<file path="src/rtl/csr_ext_acc_initiator.sv">
`default_nettype none
// ============================================================================
// Module  : csr_ext_acc_initiator
// Brief   : valid/ready command stream to single-pulse CSR external access,
//           with bounded ack timeout and valid/ready response.
// Revision: 1.0
// ============================================================================
module csr_ext_acc_initiator #(
  parameter int WORD_BIT_WIDTH      = 32,
  parameter int BYTE_ADDR_BIT_WIDTH = 8,
  parameter int TIMEOUT_CYCLES      = 16
) (
  input  logic                           i_clk,
  input  logic                           i_async_rst,
  input  logic                           i_cmd_valid,
  output logic                           o_cmd_ready,
  input  logic                           i_cmd_is_wr,
  input  logic [BYTE_ADDR_BIT_WIDTH-1:0] i_cmd_byte_addr,
  input  logic [WORD_BIT_WIDTH-1:0]      i_cmd_wr_data,
  input  logic [WORD_BIT_WIDTH-1:0]      i_cmd_wr_bit_en,
  output logic                           o_acc_req,
  output logic                           o_acc_req_is_wr,
  output logic [BYTE_ADDR_BIT_WIDTH-1:0] o_byte_addr,
  output logic [WORD_BIT_WIDTH-1:0]      o_wr_data,
  output logic [WORD_BIT_WIDTH-1:0]      o_wr_bit_en,
  input  logic                           i_rd_ack,
  input  logic [WORD_BIT_WIDTH-1:0]      i_rd_data,
  input  logic                           i_wr_ack,
  output logic                           o_rsp_valid,
  input  logic                           i_rsp_ready,
  output logic                           o_rsp_is_wr,
  output logic [WORD_BIT_WIDTH-1:0]      o_rsp_rd_data,
  output logic                           o_rsp_err,
  output logic                           o_proto_err
);

  // A disabled timeout still keeps a 1-bit saturating counter.
  localparam int CNT_W = (TIMEOUT_CYCLES > 0) ? $clog2(TIMEOUT_CYCLES + 1) : 1;

  typedef enum logic [1:0] {
    S_IDLE = 2'd0,
    S_REQ  = 2'd1,
    S_WAIT = 2'd2,
    S_RSP  = 2'd3
  } state_t;

  state_t                         state_q;
  logic                           rst_meta_q;
  logic                           rst_q;
  logic [CNT_W-1:0]               cnt_q;
  logic [CNT_W-1:0]               cnt_d;
  logic                           cmd_ready_q;
  logic                           acc_req_q;
  logic                           req_is_wr_q;
  logic [BYTE_ADDR_BIT_WIDTH-1:0] byte_addr_q;
  logic [WORD_BIT_WIDTH-1:0]      wr_data_q;
  logic [WORD_BIT_WIDTH-1:0]      wr_bit_en_q;
  logic                           rsp_valid_q;
  logic                           rsp_is_wr_q;
  logic [WORD_BIT_WIDTH-1:0]      rsp_rd_data_q;
  logic                           rsp_err_q;
  logic                           proto_err_q;

  logic w_any_ack;
  logic w_match_ack;
  logic w_wrong_ack;
  logic w_proto_hit;
  logic w_timeout;

  // Reset asserts asynchronously and is released on a clock edge.
  always_ff @(posedge i_clk or posedge i_async_rst) begin
    if (i_async_rst) begin
      rst_meta_q <= 1'b1;
      rst_q      <= 1'b1;
    end else begin
      rst_meta_q <= 1'b0;
      rst_q      <= rst_meta_q;
    end
  end

  assign w_any_ack   = i_rd_ack | i_wr_ack;
  assign w_match_ack = req_is_wr_q ? i_wr_ack : i_rd_ack;
  assign w_wrong_ack = req_is_wr_q ? i_rd_ack : i_wr_ack;
  assign w_proto_hit = (i_rd_ack & i_wr_ack)
                     | (w_any_ack & (state_q != S_WAIT))
                     | (w_wrong_ack & (state_q == S_WAIT));

  assign cnt_d = (cnt_q == {CNT_W{1'b1}}) ? cnt_q : cnt_q + 1'b1;

  generate
    if (TIMEOUT_CYCLES > 0) begin : g_tmo
      localparam logic [CNT_W-1:0] c_last = CNT_W'(TIMEOUT_CYCLES - 1);
      assign w_timeout = (cnt_q == c_last);
    end else begin : g_no_tmo
      assign w_timeout = 1'b0;
    end
  endgenerate

  always_ff @(posedge i_clk or posedge rst_q) begin
    if (rst_q) begin
      state_q       <= S_IDLE;
      cnt_q         <= '0;
      cmd_ready_q   <= 1'b0;
      acc_req_q     <= 1'b0;
      req_is_wr_q   <= 1'b0;
      byte_addr_q   <= '0;
      wr_data_q     <= '0;
      wr_bit_en_q   <= '0;
      rsp_valid_q   <= 1'b0;
      rsp_is_wr_q   <= 1'b0;
      rsp_rd_data_q <= '0;
      rsp_err_q     <= 1'b0;
      proto_err_q   <= 1'b0;
    end else begin
      if (w_proto_hit) begin
        proto_err_q <= 1'b1;
      end
      case (state_q)
        S_IDLE: begin
          cmd_ready_q <= 1'b1;
          if (i_cmd_valid && cmd_ready_q) begin
            cmd_ready_q <= 1'b0;
            acc_req_q   <= 1'b1;
            req_is_wr_q <= i_cmd_is_wr;
            byte_addr_q <= i_cmd_byte_addr;
            wr_data_q   <= i_cmd_wr_data;
            wr_bit_en_q <= i_cmd_wr_bit_en;
            state_q     <= S_REQ;
          end
        end
        S_REQ: begin
          acc_req_q <= 1'b0;
          cnt_q     <= '0;
          state_q   <= S_WAIT;
        end
        S_WAIT: begin
          // A matching ack in the final allowed cycle beats the timeout.
          if (w_match_ack) begin
            rsp_valid_q   <= 1'b1;
            rsp_is_wr_q   <= req_is_wr_q;
            rsp_rd_data_q <= req_is_wr_q ? '0 : i_rd_data;
            rsp_err_q     <= 1'b0;
            state_q       <= S_RSP;
          end else if (w_timeout) begin
            rsp_valid_q   <= 1'b1;
            rsp_is_wr_q   <= req_is_wr_q;
            rsp_rd_data_q <= '0;
            rsp_err_q     <= 1'b1;
            state_q       <= S_RSP;
          end else begin
            cnt_q <= cnt_d;
          end
        end
        S_RSP: begin
          if (i_rsp_ready) begin
            rsp_valid_q <= 1'b0;
            cmd_ready_q <= 1'b1;
            state_q     <= S_IDLE;
          end
        end
        default: state_q <= S_IDLE;
      endcase
    end
  end

  assign o_cmd_ready     = cmd_ready_q;
  assign o_acc_req       = acc_req_q;
  assign o_acc_req_is_wr = req_is_wr_q;
  assign o_byte_addr     = byte_addr_q;
  assign o_wr_data       = wr_data_q;
  assign o_wr_bit_en     = wr_bit_en_q;
  assign o_rsp_valid     = rsp_valid_q;
  assign o_rsp_is_wr     = rsp_is_wr_q;
  assign o_rsp_rd_data   = rsp_rd_data_q;
  assign o_rsp_err       = rsp_err_q;
  assign o_proto_err     = proto_err_q;

endmodule
`default_nettype wire

</file>
<file path="config.mk">
export PLATFORM = sky130hd
export DESIGN_NAME = csr_ext_acc_initiator
export DESIGN_NICKNAME = d
export VERILOG_FILES = /design/src/rtl/csr_ext_acc_initiator.sv
export SDC_FILE = /design/constraint.sdc
export NUM_CORES = 1
export LEC_CHECK = 0
export CAP_MARGIN = 0
export CORE_MARGIN = 2
export CORE_UTILIZATION = 27
export CTS_BUF_LIST = sky130_fd_sc_hd__clkbuf_4 sky130_fd_sc_hd__clkbuf_8 sky130_fd_sc_hd__clkbuf_16
export CTS_CLUSTER_DIAMETER = 80
export DETAILED_ROUTE_END_ITERATION = 10
export PLACE_DENSITY = 0.65
export SLEW_MARGIN = 20
export SYNTH_ARGS = -nofsm -noshare
export SYNTH_HDL_FRONTEND = slang
export SYNTH_SLANG_ARGS = --single-unit
export TNS_END_PERCENT = 1
</file>
<file path="constraint.sdc">
create_clock -name i_clk -period 7.05 [get_ports i_clk]
set_input_delay 1.41 -clock i_clk [delete_from_list [all_inputs] [get_ports i_clk]]
set_output_delay 1.41 -clock i_clk [all_outputs]
set_load 0.05 [all_outputs]
</file>
# After elaboration in Yosys (flattened, before gate mapping)
# Cells that the tools add are included.
[op_classes] n_addsub=1 muxes=26 n_eq_ne=12 n_bitwise=6 reduce_logical=14
[ops] operator="32-bit 2-to-1 mux" count=3
[ops] operator="5-bit 2-to-1 mux" count=3
[ops] operator="2-bit != test (second input constant)" count=6
[ops] operator="1-bit 2-to-1 mux" count=11
[ops] operator="5-bit case mux with 2 select lines" count=1
[ops] operator="2-bit nonzero test" count=5
[ops] operator="2-bit 2-to-1 mux" count=4
[ops] operator="2-bit case mux with 4 select lines" count=1
[ops] operator="2-bit AND reduction" count=4
[ops] operator="1-bit case mux with 2 select lines" count=3
[ops] operator="3-bit AND reduction" count=2
[ops] operator="5-bit by 1-bit adder with 5-bit output (second input constant)" count=1
[ops] operator="5-bit by 4-bit equality test with 1-bit output (second input constant)" count=1
[ops] operator="5-bit equality test (second input constant)" count=1
[ops] operator="2-bit equality test (second input constant)" count=2
[ops] operator="4-bit AND reduction" count=1
[ops] operator="1-bit bitwise AND" count=3
[ops] operator="3-bit != test (second input constant)" count=1
[ops] operator="1-bit OR" count=3
[ops] operator="2-bit by 1-bit equality test with 1-bit output (second input constant)" count=1
[ops] operator="2-bit zero test" count=1
[ops] operator="1-bit logical AND" count=1
[totals] output_inout_bits=111 input_bits=111 reg_bits=120

# Depth between registers and ports, before layout
[depth] word_depth=5 ltp_mapped=7 depth_no_buf=6

# Worst setup path after synthesis
# Ideal clock, no wire load.
[synth_path] path_type="in2reg" start="input port i_cmd_valid" end="register wr_bit_en_q[10], in the netlist o_wr_bit_en[10]" path_buffers=2 slack_ps=4696 setup_ps=125 path_stages=4 required_time_ps=6925 t_arrival_ps=2229 cell_sequence="nand3_1 buf_2 buf_2 mux2_2"
[synth_between] elab_chain_cells=2
[synth_lines] element="start: declaration" line="15" text="input logic i_cmd_valid,"
[synth_lines] element="1-bit logical AND" line="121" text="if (i_cmd_valid && cmd_ready_q) begin"
[synth_lines] element="2-bit AND reduction (no line)"
[synth_lines] element="end signal: assignment" line="127" text="wr_bit_en_q <= i_cmd_wr_bit_en;"
[synth_lines] element="end: declaration" line="57" text="logic [WORD_BIT_WIDTH-1:0] wr_bit_en_q;"
# Every way passes these cells.
# A chain may end at the register's enable or synchronous reset.

# Final worst setup path
[layout_path] start="register req_is_wr_q, in the netlist o_acc_req_is_wr" end="output port o_acc_req_is_wr"
[layout_rtl] element="start: declaration" line="54" text="logic req_is_wr_q;"
[layout_rtl] element="start signal: assignment" line="124" text="req_is_wr_q <= i_cmd_is_wr;"
[layout_rtl] element="end: declaration" line="22" text="output logic o_acc_req_is_wr,"
# No word-level cell between the ends.

==> impl_metrics.toml <==
[cts]
post_cts_buffers = 0
ctsResizeCount = 0
htree_levels = 4
clockBufferDepth = 2
cts_buffers = 17
tritoncts = "built"
cts-root-buf = "clkbuf_16"
holdBufCountCts = 0
cts.sinks = 120
clk_pin_slew_ns = 0.06
insertion_delay_ns = 0.41

[status]
outcome = "complete, no violations"

[critical_path]
worst-setup-path-type = "flip-flop to output pin"
critPathMaxFanout = 8
worst_ep_arrival_time_ns = 1.77
crit_path_end_kind = "output pin"
cp_num_cells = 1
crit_chain = "clkdlybuf4s50_1"
critical_path_buf_inv_count = 1
cp.required_ns = 5.64
cp_slowest_cell = "clkdlybuf4s50_1"
cpPeakStageDelay_ns = 0.87
r2r_cells = 4
critical_path.top_delay_family = "buffers and inverters"
start_kind = "flip-flop"

[worst_hold_path]
min_path_type = "flip-flop to asynchronous set/reset pin"

[finish]
fin_nets = 716
drive_gt1_share_pct = 23.9
multi_input_area_sq_um = 1740
insertedDiodeCount = 0
fillers = 1627
register_area_sq_um = 3010
instances_no_fill = 839
syn_to_final_growth_pct = 58.9

[pwr]
cellPowerDensity_nw_per_um2 = 556
total_power_mw = 4.41
vdd_drop_max_uv = 274
leakagePower_nw = 3.35

[die]
die_area_sq_um = 19600
die_w_microns = 140
placeableCoreArea_sq_um = 18000
start_util_pct = 27.7
io_pins = 222
rows = 49
die_h_microns = 140

[placement]
port_buffers = 221
place_hpwl_microns = 9140
gp_congestion = 0.756
dp_cells = 807
dp_worst_setup_slack_ns = 3.51

[grt]
grt_pass1_vias = 4119
grt_use_met2_pct = 22.1
track_usage_pct = 13.6
antenna_found_initial = 0
grtUsageMet3_pct = 6.43
grt_pass1_wl_microns = 21000
busiest_layer = "met2"
grt_start_max_net_pins = 75
overflow = 0
met1_usage_pct = 15.9

[synthesis]
syn_avg_cell_area_sq_um = 13.2
synth_ff_type = "dfrtp_1"
synthArstFlopShare_pct = 100
yosys-top-cells-count = "118 x dfrtp_1, 73 x mux2_2, 38 x inv_1"
synth_top_area_share_pct = 59.1
ys_seq_area_share_pct = 60.2
synth.largest_area_cell = "dfrtp_1"
synthTopCellsByArea = "dfrtp_1 59%, mux2_2 16%, o21ai_2 5.3%"
yosys_warnings = 0
synth_edf_count = 0
synth_nets = 497
synth.distinct_cells = 34
syn-cell-area_sq_um = 4990
post-synth-top-count-cell = "dfrtp_1"
ys_ff_latch = 120
synthCells = 378

[routing]
first_pass_iters = 4
drt-total-wl_microns = 12900
ant_nets = 0
post_drt_wl_per_cell_microns = 15.4
vias = 3692
via_per_inst = 4.40
drc_errors = 0
first_iter_violations = 131

[sta]
fmax_mhz = 314
fin_skew_ns = 0.00726
worstMarginPinSlew_ns = 1.07
relSlewSlack_pct = 28.7
hold_violations = 0
rsz0062_at_grt = "false"
fin_crit_ns = 3.18
slew_violations = 0
layout_setup_ws_ns = 3.87
setup_violations = 0
final.period_utilization_pct = 45.1
final.setup.tns_ns = 0

[job]
drv_cap = 0
[cells in the final DEF (no fill, tap or decap), types with 4 or more instances in the layout]
cell type and n:
clkbuf_16 17, clkdlybuf4s50_1 221, clkinvlp_4 4, dfrtp_1 118, ha_1 7, inv_1 37
inv_6 7, mux2_2 73, nand2_1 7, nand3_1 33, o21ai_0 7, o21ai_2 30
o311ai_0 5
[power breakdown]
group | switching (mW) | leakage (nW) | internal, mW | total (mW)
combinational | 1.55 | 1.63 | 0.884 | 2.44
clock | 0.338 | 0.258 | 0.454 | 0.792
sequential | 0.181 | 1.46 | 1.01 | 1.19
total | 2.07 | 3.35 | 2.35 | 4.41
[state kept, by name, indices dropped and copies added, names as in the netlist]
| signal | flops |
|---|---|
| o_acc_req_is_wr | 1 |
| o_byte_addr | 8 |
| state_q | 2 |
| o_wr_data | 32 |
| o_acc_req | 1 |
| rst_q | 1 |
| rst_meta_q | 1 |
| o_wr_bit_en | 32 |
| o_rsp_is_wr | 1 |
| cnt_q | 5 |
| o_rsp_rd_data | 32 |
| o_proto_err | 1 |
| o_cmd_ready | 1 |
| o_rsp_err | 1 |
| o_rsp_valid | 1 |
[through the flow]
stage	utilization (%)	instance area [sq um]	hold WS, ns
final	44.0	7930	0.351
after global routing	44.0	7930	0.362
after CTS	44.0	7930	0.359
after detailed placement	41.0	7390	0.350
after global placement	41.0	7390	0.347
after floorplan	-	4990	0.345
[logic make-up (layout without fill, tap and decap cells)]
kind of cell | after synthesis | in the layout | synth area share, %
simple gates | 57 | 57 | 5.86
other cells | 1 | 1 | 0.0751
buf+inv | 60 | 292 | 5.31
mux | 79 | 79 | 17.9
compound gates | 53 | 53 | 8.65
fa+ha+maj | 8 | 8 | 2.01
flops | 120 | 120 | 60.2
[metal layers]
layer / share of wire, % / vias to the layer above
met5: 0 / -
li1: - / 1735
met2: 47 / 160
met4: 1.4 / 0
met3: 9.8 / 13
met1: 42 / 1784
[final cells by class]
class | count | share of cell area, %
flip-flops and latches | 120 | 37.9
clock buffers | 17 | 5.36
multi-input cells | 198 | 21.9
clock inverters | 15 | 1.45
repair buffers | 222 | 28.0
inverters | 38 | 1.83
well taps | 229 | 3.61
[final timing paths]
kind / start / slack, ns / end
max: o_acc_req_is_wr / 3.87 / o_acc_req_is_wr
min in group i_clk: rst_meta_q / 0.36 / rst_q
max in group asynchronous: rst_q / 5.40 / o_wr_bit_en[16]
min reg2reg: rst_q / 0.35 / o_byte_addr[1]
max reg2reg: state_q[0] / 4.61 / o_rsp_is_wr
min: rst_q / 0.35 / o_byte_addr[1]
Power figures use the tool's default switching activity.
